### src/rtl/cc_irq_watchdog_if.sv
`default_nettype none
// ============================================================================
//  Module   : cc_irq_watchdog_if
//  Purpose  : Bundles the decoder strobes, the video line counter and the
//             CPU-side IRQ / reset outputs of the IRQ-watchdog block.
//  Signals  : vcount     - current video line (VBITS wide)
//             WDOGn      - watchdog kick strobe, active low
//             INTACKn    - IRQ acknowledge strobe, active low
//             irq_n      - CPU IRQ line, active low
//             cpu_rst_wd - watchdog CPU reset request, active high
//             irq_missed - sticky flag, IRQ arrived while irq_n already low
//  Modports : master - decoder / video timing / CPU side
//             slave  - the IRQ-watchdog block
//  Revision : 1.0 - initial release
// ============================================================================
interface cc_irq_watchdog_if #(
    parameter int VBITS = 8
);
    logic [VBITS-1:0] vcount;
    logic             WDOGn;
    logic             INTACKn;
    logic             irq_n;
    logic             cpu_rst_wd;
    logic             irq_missed;

    modport master (
        output vcount,
        output WDOGn,
        output INTACKn,
        input  irq_n,
        input  cpu_rst_wd,
        input  irq_missed
    );

    modport slave (
        input  vcount,
        input  WDOGn,
        input  INTACKn,
        output irq_n,
        output cpu_rst_wd,
        output irq_missed
    );
endinterface
`default_nettype wire

### src/rtl/cc_irq_watchdog.sv
`default_nettype none
// ============================================================================
//  Module   : cc_irq_watchdog
//  Purpose  : Raises the CPU IRQ on selected video lines, clears it on the
//             INTACKn strobe, flags IRQs that arrive while one is pending,
//             and runs a frame-counting watchdog that pulses a CPU reset
//             when software stops writing WDOGn.
//  Ports    : clk    - system clock
//             reset  - synchronous, active-high reset
//             bus    - cc_irq_watchdog_if.slave (vcount, WDOGn, INTACKn in;
//                      irq_n, cpu_rst_wd, irq_missed out)
//  Config   : CC_WATCHDOG_EN - when defined, the frame counter and watchdog
//             FSM are built; when undefined, cpu_rst_wd is tied low and
//             WDOGn is ignored. IRQ logic is identical in both builds.
//  Revision : 1.0 - initial release
// ============================================================================
module cc_irq_watchdog #(
    parameter int VBITS       = 8,
    parameter int IRQ_DIV_BIT = 6,
    parameter int WDOG_FRAMES = 8,
    parameter int RST_CYCLES  = 16
) (
    input  wire               clk,
    input  wire               reset,
    cc_irq_watchdog_if.slave  bus
);

    // Elaboration-time sanity check of the configuration.
    if (WDOG_FRAMES < 1 || WDOG_FRAMES > 255 || RST_CYCLES < 1 || RST_CYCLES > 255 ||
        IRQ_DIV_BIT < 1 || IRQ_DIV_BIT > VBITS) begin : g_param_check
        $error("cc_irq_watchdog: parameter out of range");
    end

    logic [VBITS-1:0] r_vcount_q;
    logic             r_intack_q;
    logic             r_irq_n;
    logic             r_irq_missed;

    logic             w_line_evt;
    logic             w_irq_evt;
    logic             w_ack_evt;
    logic             w_firing;      // watchdog currently holding the CPU in reset
    logic             w_fire;        // watchdog enters FIRING on this edge
    logic             w_cpu_rst_wd;

    assign w_line_evt = (bus.vcount != r_vcount_q);
    assign w_irq_evt  = w_line_evt && (bus.vcount[IRQ_DIV_BIT-1:0] == '0);
    // Falling edge only: a strobe held low for several cycles is one event.
    assign w_ack_evt  = r_intack_q && !bus.INTACKn;

    // ------------------------------------------------------------------------
    // IRQ generation / acknowledge
    // ------------------------------------------------------------------------
    always_ff @(posedge clk) begin
        if (reset) begin
            r_vcount_q   <= '0;
            r_intack_q   <= 1'b1;
            r_irq_n      <= 1'b1;
            r_irq_missed <= 1'b0;
        end else begin
            r_vcount_q <= bus.vcount;
            r_intack_q <= bus.INTACKn;
            if (w_firing || w_fire) begin
                // CPU is being reset: IRQ released and new IRQ events dropped,
                // including the one that coincides with the firing frame.
                r_irq_n <= 1'b1;
            end else if (w_irq_evt) begin
                // Set beats a simultaneous acknowledge; that ack consumes the
                // pending IRQ, so the new one is not counted as missed.
                r_irq_n <= 1'b0;
                if (!r_irq_n && !w_ack_evt) begin
                    r_irq_missed <= 1'b1;
                end
            end else if (w_ack_evt) begin
                r_irq_n <= 1'b1;
            end
        end
    end

`ifdef CC_WATCHDOG_EN
    // ------------------------------------------------------------------------
    // Frame watchdog
    // ------------------------------------------------------------------------
    localparam logic [0:0] c_ST_ARMED  = 1'b0;
    localparam logic [0:0] c_ST_FIRING = 1'b1;
    localparam logic [7:0] c_LAST_FRAME = 8'(WDOG_FRAMES - 1);
    localparam logic [7:0] c_RST_LOAD   = 8'(RST_CYCLES);

    logic [0:0] r_state;
    logic [7:0] r_frame_cnt;
    logic [7:0] r_rst_cnt;
    logic       r_wdog_q;
    logic       r_cpu_rst_wd;
    logic       w_frame_evt;
    logic       w_kick_evt;

    assign w_frame_evt = w_line_evt && (bus.vcount == '0);
    assign w_kick_evt  = r_wdog_q && !bus.WDOGn;
    assign w_firing    = (r_state == c_ST_FIRING);
    // A kick in the same cycle as the last-allowed frame event prevents firing.
    assign w_fire      = !w_firing && w_frame_evt && !w_kick_evt &&
                         (r_frame_cnt == c_LAST_FRAME);

    always_ff @(posedge clk) begin
        if (reset) begin
            r_state      <= c_ST_ARMED;
            r_frame_cnt  <= 8'd0;
            r_rst_cnt    <= 8'd0;
            r_wdog_q     <= 1'b1;
            r_cpu_rst_wd <= 1'b0;
        end else begin
            r_wdog_q <= bus.WDOGn;
            if (r_state == c_ST_ARMED) begin
                if (w_kick_evt) begin
                    r_frame_cnt <= 8'd0;
                end else if (w_frame_evt) begin
                    if (r_frame_cnt == c_LAST_FRAME) begin
                        r_state      <= c_ST_FIRING;
                        r_rst_cnt    <= c_RST_LOAD;
                        r_frame_cnt  <= 8'd0;
                        r_cpu_rst_wd <= 1'b1;
                    end else if (r_frame_cnt != 8'hFF) begin
                        r_frame_cnt <= r_frame_cnt + 8'd1;
                    end
                end
            end else begin
                // Loaded with RST_CYCLES on entry; leaving at 1 gives exactly
                // RST_CYCLES cycles of cpu_rst_wd high.
                if (r_rst_cnt == 8'd1) begin
                    r_state      <= c_ST_ARMED;
                    r_cpu_rst_wd <= 1'b0;
                end else begin
                    r_rst_cnt <= r_rst_cnt - 8'd1;
                end
            end
        end
    end

    assign w_cpu_rst_wd = r_cpu_rst_wd;
`else
    assign w_firing     = 1'b0;
    assign w_fire       = 1'b0;
    assign w_cpu_rst_wd = 1'b0;
`endif

    assign bus.irq_n      = r_irq_n;
    assign bus.irq_missed = r_irq_missed;
    assign bus.cpu_rst_wd = w_cpu_rst_wd;

endmodule
`default_nettype wire
### src/flat_wrapper.sv
// flat-port wrapper written by rule: the top's interface ports become plain ports
module cc_irq_watchdog_flat 
#(
    parameter int VBITS       = 8,
    parameter int IRQ_DIV_BIT = 6,
    parameter int WDOG_FRAMES = 8,
    parameter int RST_CYCLES  = 16
)
  (clk, reset, bus_vcount, bus_WDOGn, bus_INTACKn, bus_irq_n, bus_cpu_rst_wd, bus_irq_missed);
  cc_irq_watchdog_if #(.VBITS(VBITS)) bus_i ();
  input  wire clk;
  input  wire reset;
  input wire logic [$bits(bus_i.vcount)-1:0] bus_vcount;
  input wire logic [$bits(bus_i.WDOGn)-1:0] bus_WDOGn;
  input wire logic [$bits(bus_i.INTACKn)-1:0] bus_INTACKn;
  output wire logic [$bits(bus_i.irq_n)-1:0] bus_irq_n;
  output wire logic [$bits(bus_i.cpu_rst_wd)-1:0] bus_cpu_rst_wd;
  output wire logic [$bits(bus_i.irq_missed)-1:0] bus_irq_missed;
  assign bus_i.vcount = bus_vcount;
  assign bus_i.WDOGn = bus_WDOGn;
  assign bus_i.INTACKn = bus_INTACKn;
  assign bus_irq_n = bus_i.irq_n;
  assign bus_cpu_rst_wd = bus_i.cpu_rst_wd;
  assign bus_irq_missed = bus_i.irq_missed;
  cc_irq_watchdog #(.VBITS(VBITS), .IRQ_DIV_BIT(IRQ_DIV_BIT), .WDOG_FRAMES(WDOG_FRAMES), .RST_CYCLES(RST_CYCLES)) u_core (.clk(clk), .reset(reset), .bus(bus_i));
endmodule
### config.mk
export PLATFORM = sky130hd
export DESIGN_NAME = cc_irq_watchdog_flat
export DESIGN_NICKNAME = d
export VERILOG_FILES = /design/src/rtl/cc_irq_watchdog_if.sv /design/src/rtl/cc_irq_watchdog.sv /design/src/flat_wrapper.sv
export SDC_FILE = /design/constraint.sdc
export NUM_CORES = 1
export LEC_CHECK = 0
export CORE_AREA = 5 5 42 44
export DETAILED_ROUTE_END_ITERATION = 10
export DIE_AREA = 0 0 47 49
export MAX_ROUTING_LAYER = met4
export SLEW_MARGIN = 20
export SYNTH_ARGS = -nofsm -noshare
export SYNTH_HDL_FRONTEND = slang
export SYNTH_SLANG_ARGS = --single-unit
### constraint.sdc
create_clock -name clk -period 1.5 [get_ports clk]
set_clock_uncertainty 0.1 [all_clocks]
set_input_delay 0.3 -clock clk [delete_from_list [all_inputs] [get_ports clk]]
set_output_delay 0.3 -clock clk [all_outputs]
set_load 0.05 [all_outputs]
==> flow_summary.toml <==
[cells_and_area]
diodes = 0
num-fill-cells = 154
finalNetCount = 74
fin_area_um2 = 667
syn2layout_area_growth_pct = 53.6
post_route_cells_drive_above_1_share = 0.246
final_core_util = 0.476

[clock_network]
cts.clk_slew.worst_paths_ns = 0.07
postCtsHoldBufs = 0
cts_root_buf = "clkbuf_4"
cts.path.max_buffers = 2
numCtsBuffers = 3
h-tree-depth = 1
clock_sinks = 11
cts_tree = "done"
clk_latency_ns = 0.27

[synthesis]
yosysTopAreaCellShare = 0.507
ys.warnings.count = 0
yosysSeqAreaShare = 0.507
synth_seq_cells = 11
syn_nets = 54
netlist_instances = 42
synth.distinct_cells = 16
syn_area_um2 = 434
synth_top_area_cell = "dfxtp_1"
ys_top_cells_by_area = "dfxtp_1 (51%), xor2_1 (16%), nor2b_1 (12%), nor4_1 (2.9%), nor4_2 (2.9%)"
avgSynthCellArea_um2 = 10.3

[routing]
drc = 0
first_iter_violations = 0
vias_per_cell = 4.39
wl_per_cell_um = 10.2
num_vias = 338
ant_nets = 0
drtPass1Iterations = 1
drt_wl_total_um = 782

[sta]
max_freq_mhz = 713
finalCritPeriodShare = 0.936
finalMaxSlewViolations = 0
rsz0062_at_grt = "false"
fin_crit_ns = 1.40
tns_ns = 0
setup_viol = 0
final_hold_viol_count = 0

[floorplanning]
die-area_mm2 = 0.00230
ioPinCount = 15
initial_core_util = 0.310
fp.dieW_um = 47
die_h_um = 49
coreArea_mm2 = 0.00140
num_rows = 14

[run_status]
status = "completed"

[setup_path]
critPathMaxStageDelay_ns = 0.43
arrival_ns = 1.46
critPathMaxFanout = 2
end_kind = "flip-flop"
crit_type = "in2reg"
crit_required_ns = 1.56
path_cells = "clkdlybuf4s50_1 > xor2_1 > nor4_2 > nand2_1 > a41o_1"
critPathSlowestCell = "clkdlybuf4s50_1"
critPathLaunchType = "input pin"

[power]
p_leak_nw = 0.311
power-per-cell-area_mw_per_mm2 = 892
ir_drop_uv = 544

[place]
port_buffers = 12
dpl_cell_area_um2 = 621
dpl.hpwl_um = 608
gp_congestion = 0.656

[global_route]
overflow = 0
grt_antenna_before_repair = 0
grt_max_degree = 8
grt_pass1_wl_mm = 1.39
track_usage = 0.0858
grt_pass1_vias = 349

[hold_path]
holdCritPathClass = "in2reg"

[flow_run]
drv_cap = 0
[sequential cells by signal (all words and copies together), names as in the netlist]
register               flops
u_core.r_intack_q          1
u_core.r_vcount_q          8
u_core.bus.irq_n           1
u_core.bus.irq_missed      1
[per-stage QoR]
stage          hold slack, ns  total power, mW  std cells  worst slack (ns)
2_1_floorplan           0.305            0.357         42             0.313
3_3_place_gp            0.470            0.401         73            -0.242
3_5_place_dp            0.490            0.402         73            -0.267
4_1_cts                 0.478            0.604         77            0.0252
5_1_grt                 0.268            0.636         77           0.00512
6_report                0.258            0.595         77            0.0965
[cell type report]
type | count | area, um^2 | share of cell area
Timing Repair Buffer | 17 | 185 | 0.278
Inverter | 2 | 7.51 | 0.0113
Multi-Input combinational cell | 27 | 208 | 0.311
Sequential cell | 11 | 220 | 0.330
Clock buffer | 4 | 26.3 | 0.0394
Tap cell | 16 | 20.0 | 0.0300
[cell usage after synthesis]
cell,count
nor2b_2,1
inv_1,1
buf_4,1
nand2_1,2
dfxtp_1,11
xor2_1,8
nor2b_1,8
a41oi_1,1
a41o_1,1
nor4_2,1
nor2_1,1
clkbuf_1,1
conb_1,1
nor4_1,2
inv_2,1
a211oi_1,1
[logic make-up after synthesis]
group,Yosys count,share of synthesized area
and+or+nand+nor,15,0.219
xor gates and xnor gates,8,0.161
DFF,11,0.507
buffers and inverters,4,0.0432
other,1,0.00864
AOI/OAI and AO/OA,3,0.0605
[timing repair]
item	CTS	global route
setup endpoints to repair	0	2
resized for setup	0	5
buffers inserted	0	0
[critical path, delay by kind of cell]
family	cells	cell delay [ns]
AOI/OAI and AO/OA	1	0.19
xor gates and xnor gates	1	0.16
buffers and inverters	1	0.43
and+or+nand+nor	2	0.39
[report_power, final]
| part | internal (mW) | total, mW | leakage [nW] | switching (mW) |
|---|---|---|---|---|
| clock | 0.103 | 0.198 | 0.0150 | 0.0947 |
| sequential | 0.305 | 0.310 | 0.0912 | 0.00510 |
| combinational | 0.0487 | 0.0868 | 0.205 | 0.0381 |
| total | 0.457 | 0.595 | 0.311 | 0.138 |
[cell usage in the layout, fill, tap and decap left out, drive strengths merged]
cell type,count
xor2,8
a41oi,1
dlymetal6s2s,3
inv,2
dfxtp,11
clkdlybuf4s50,7
nor4,3
nor2b,9
buf,7
conb,1
a41o,1
nor2,1
nand2,2
a211oi,1
clkbuf,4
[routing by layer]
metal | wire length, um | vias up | part of all wire | global-route usage
li1 | - | 172 | - | -
met1 | 315 | 156 | 0.40 | 0.0989
met2 | 386 | 10 | 0.49 | 0.115
met3 | 80 | 0 | 0.10 | 0.0627
met4 | 0 | 0 | 0 | 0.0276
met5 | 0 | - | 0 | -
[worst paths after layout]
path,start,endpoint,slack (ns),cells past startpoint
worst max register to register,u_core.r_vcount_q[5]$_SDFF_PP0_,u_core.bus.irq_missed$_SDFFE_PP0P_,0.22,4
worst min register to register,u_core.r_intack_q$_SDFF_PP1_,u_core.bus.irq_n$_SDFFE_PP1P_,0.50,2
worst min-delay path,bus_vcount[5],u_core.r_vcount_q[5]$_SDFF_PP0_,0.26,2
worst max-delay path,bus_vcount[7],u_core.bus.irq_missed$_SDFFE_PP0P_,0.1,5
No activity file was read; power rests on OpenSTA's default activity.
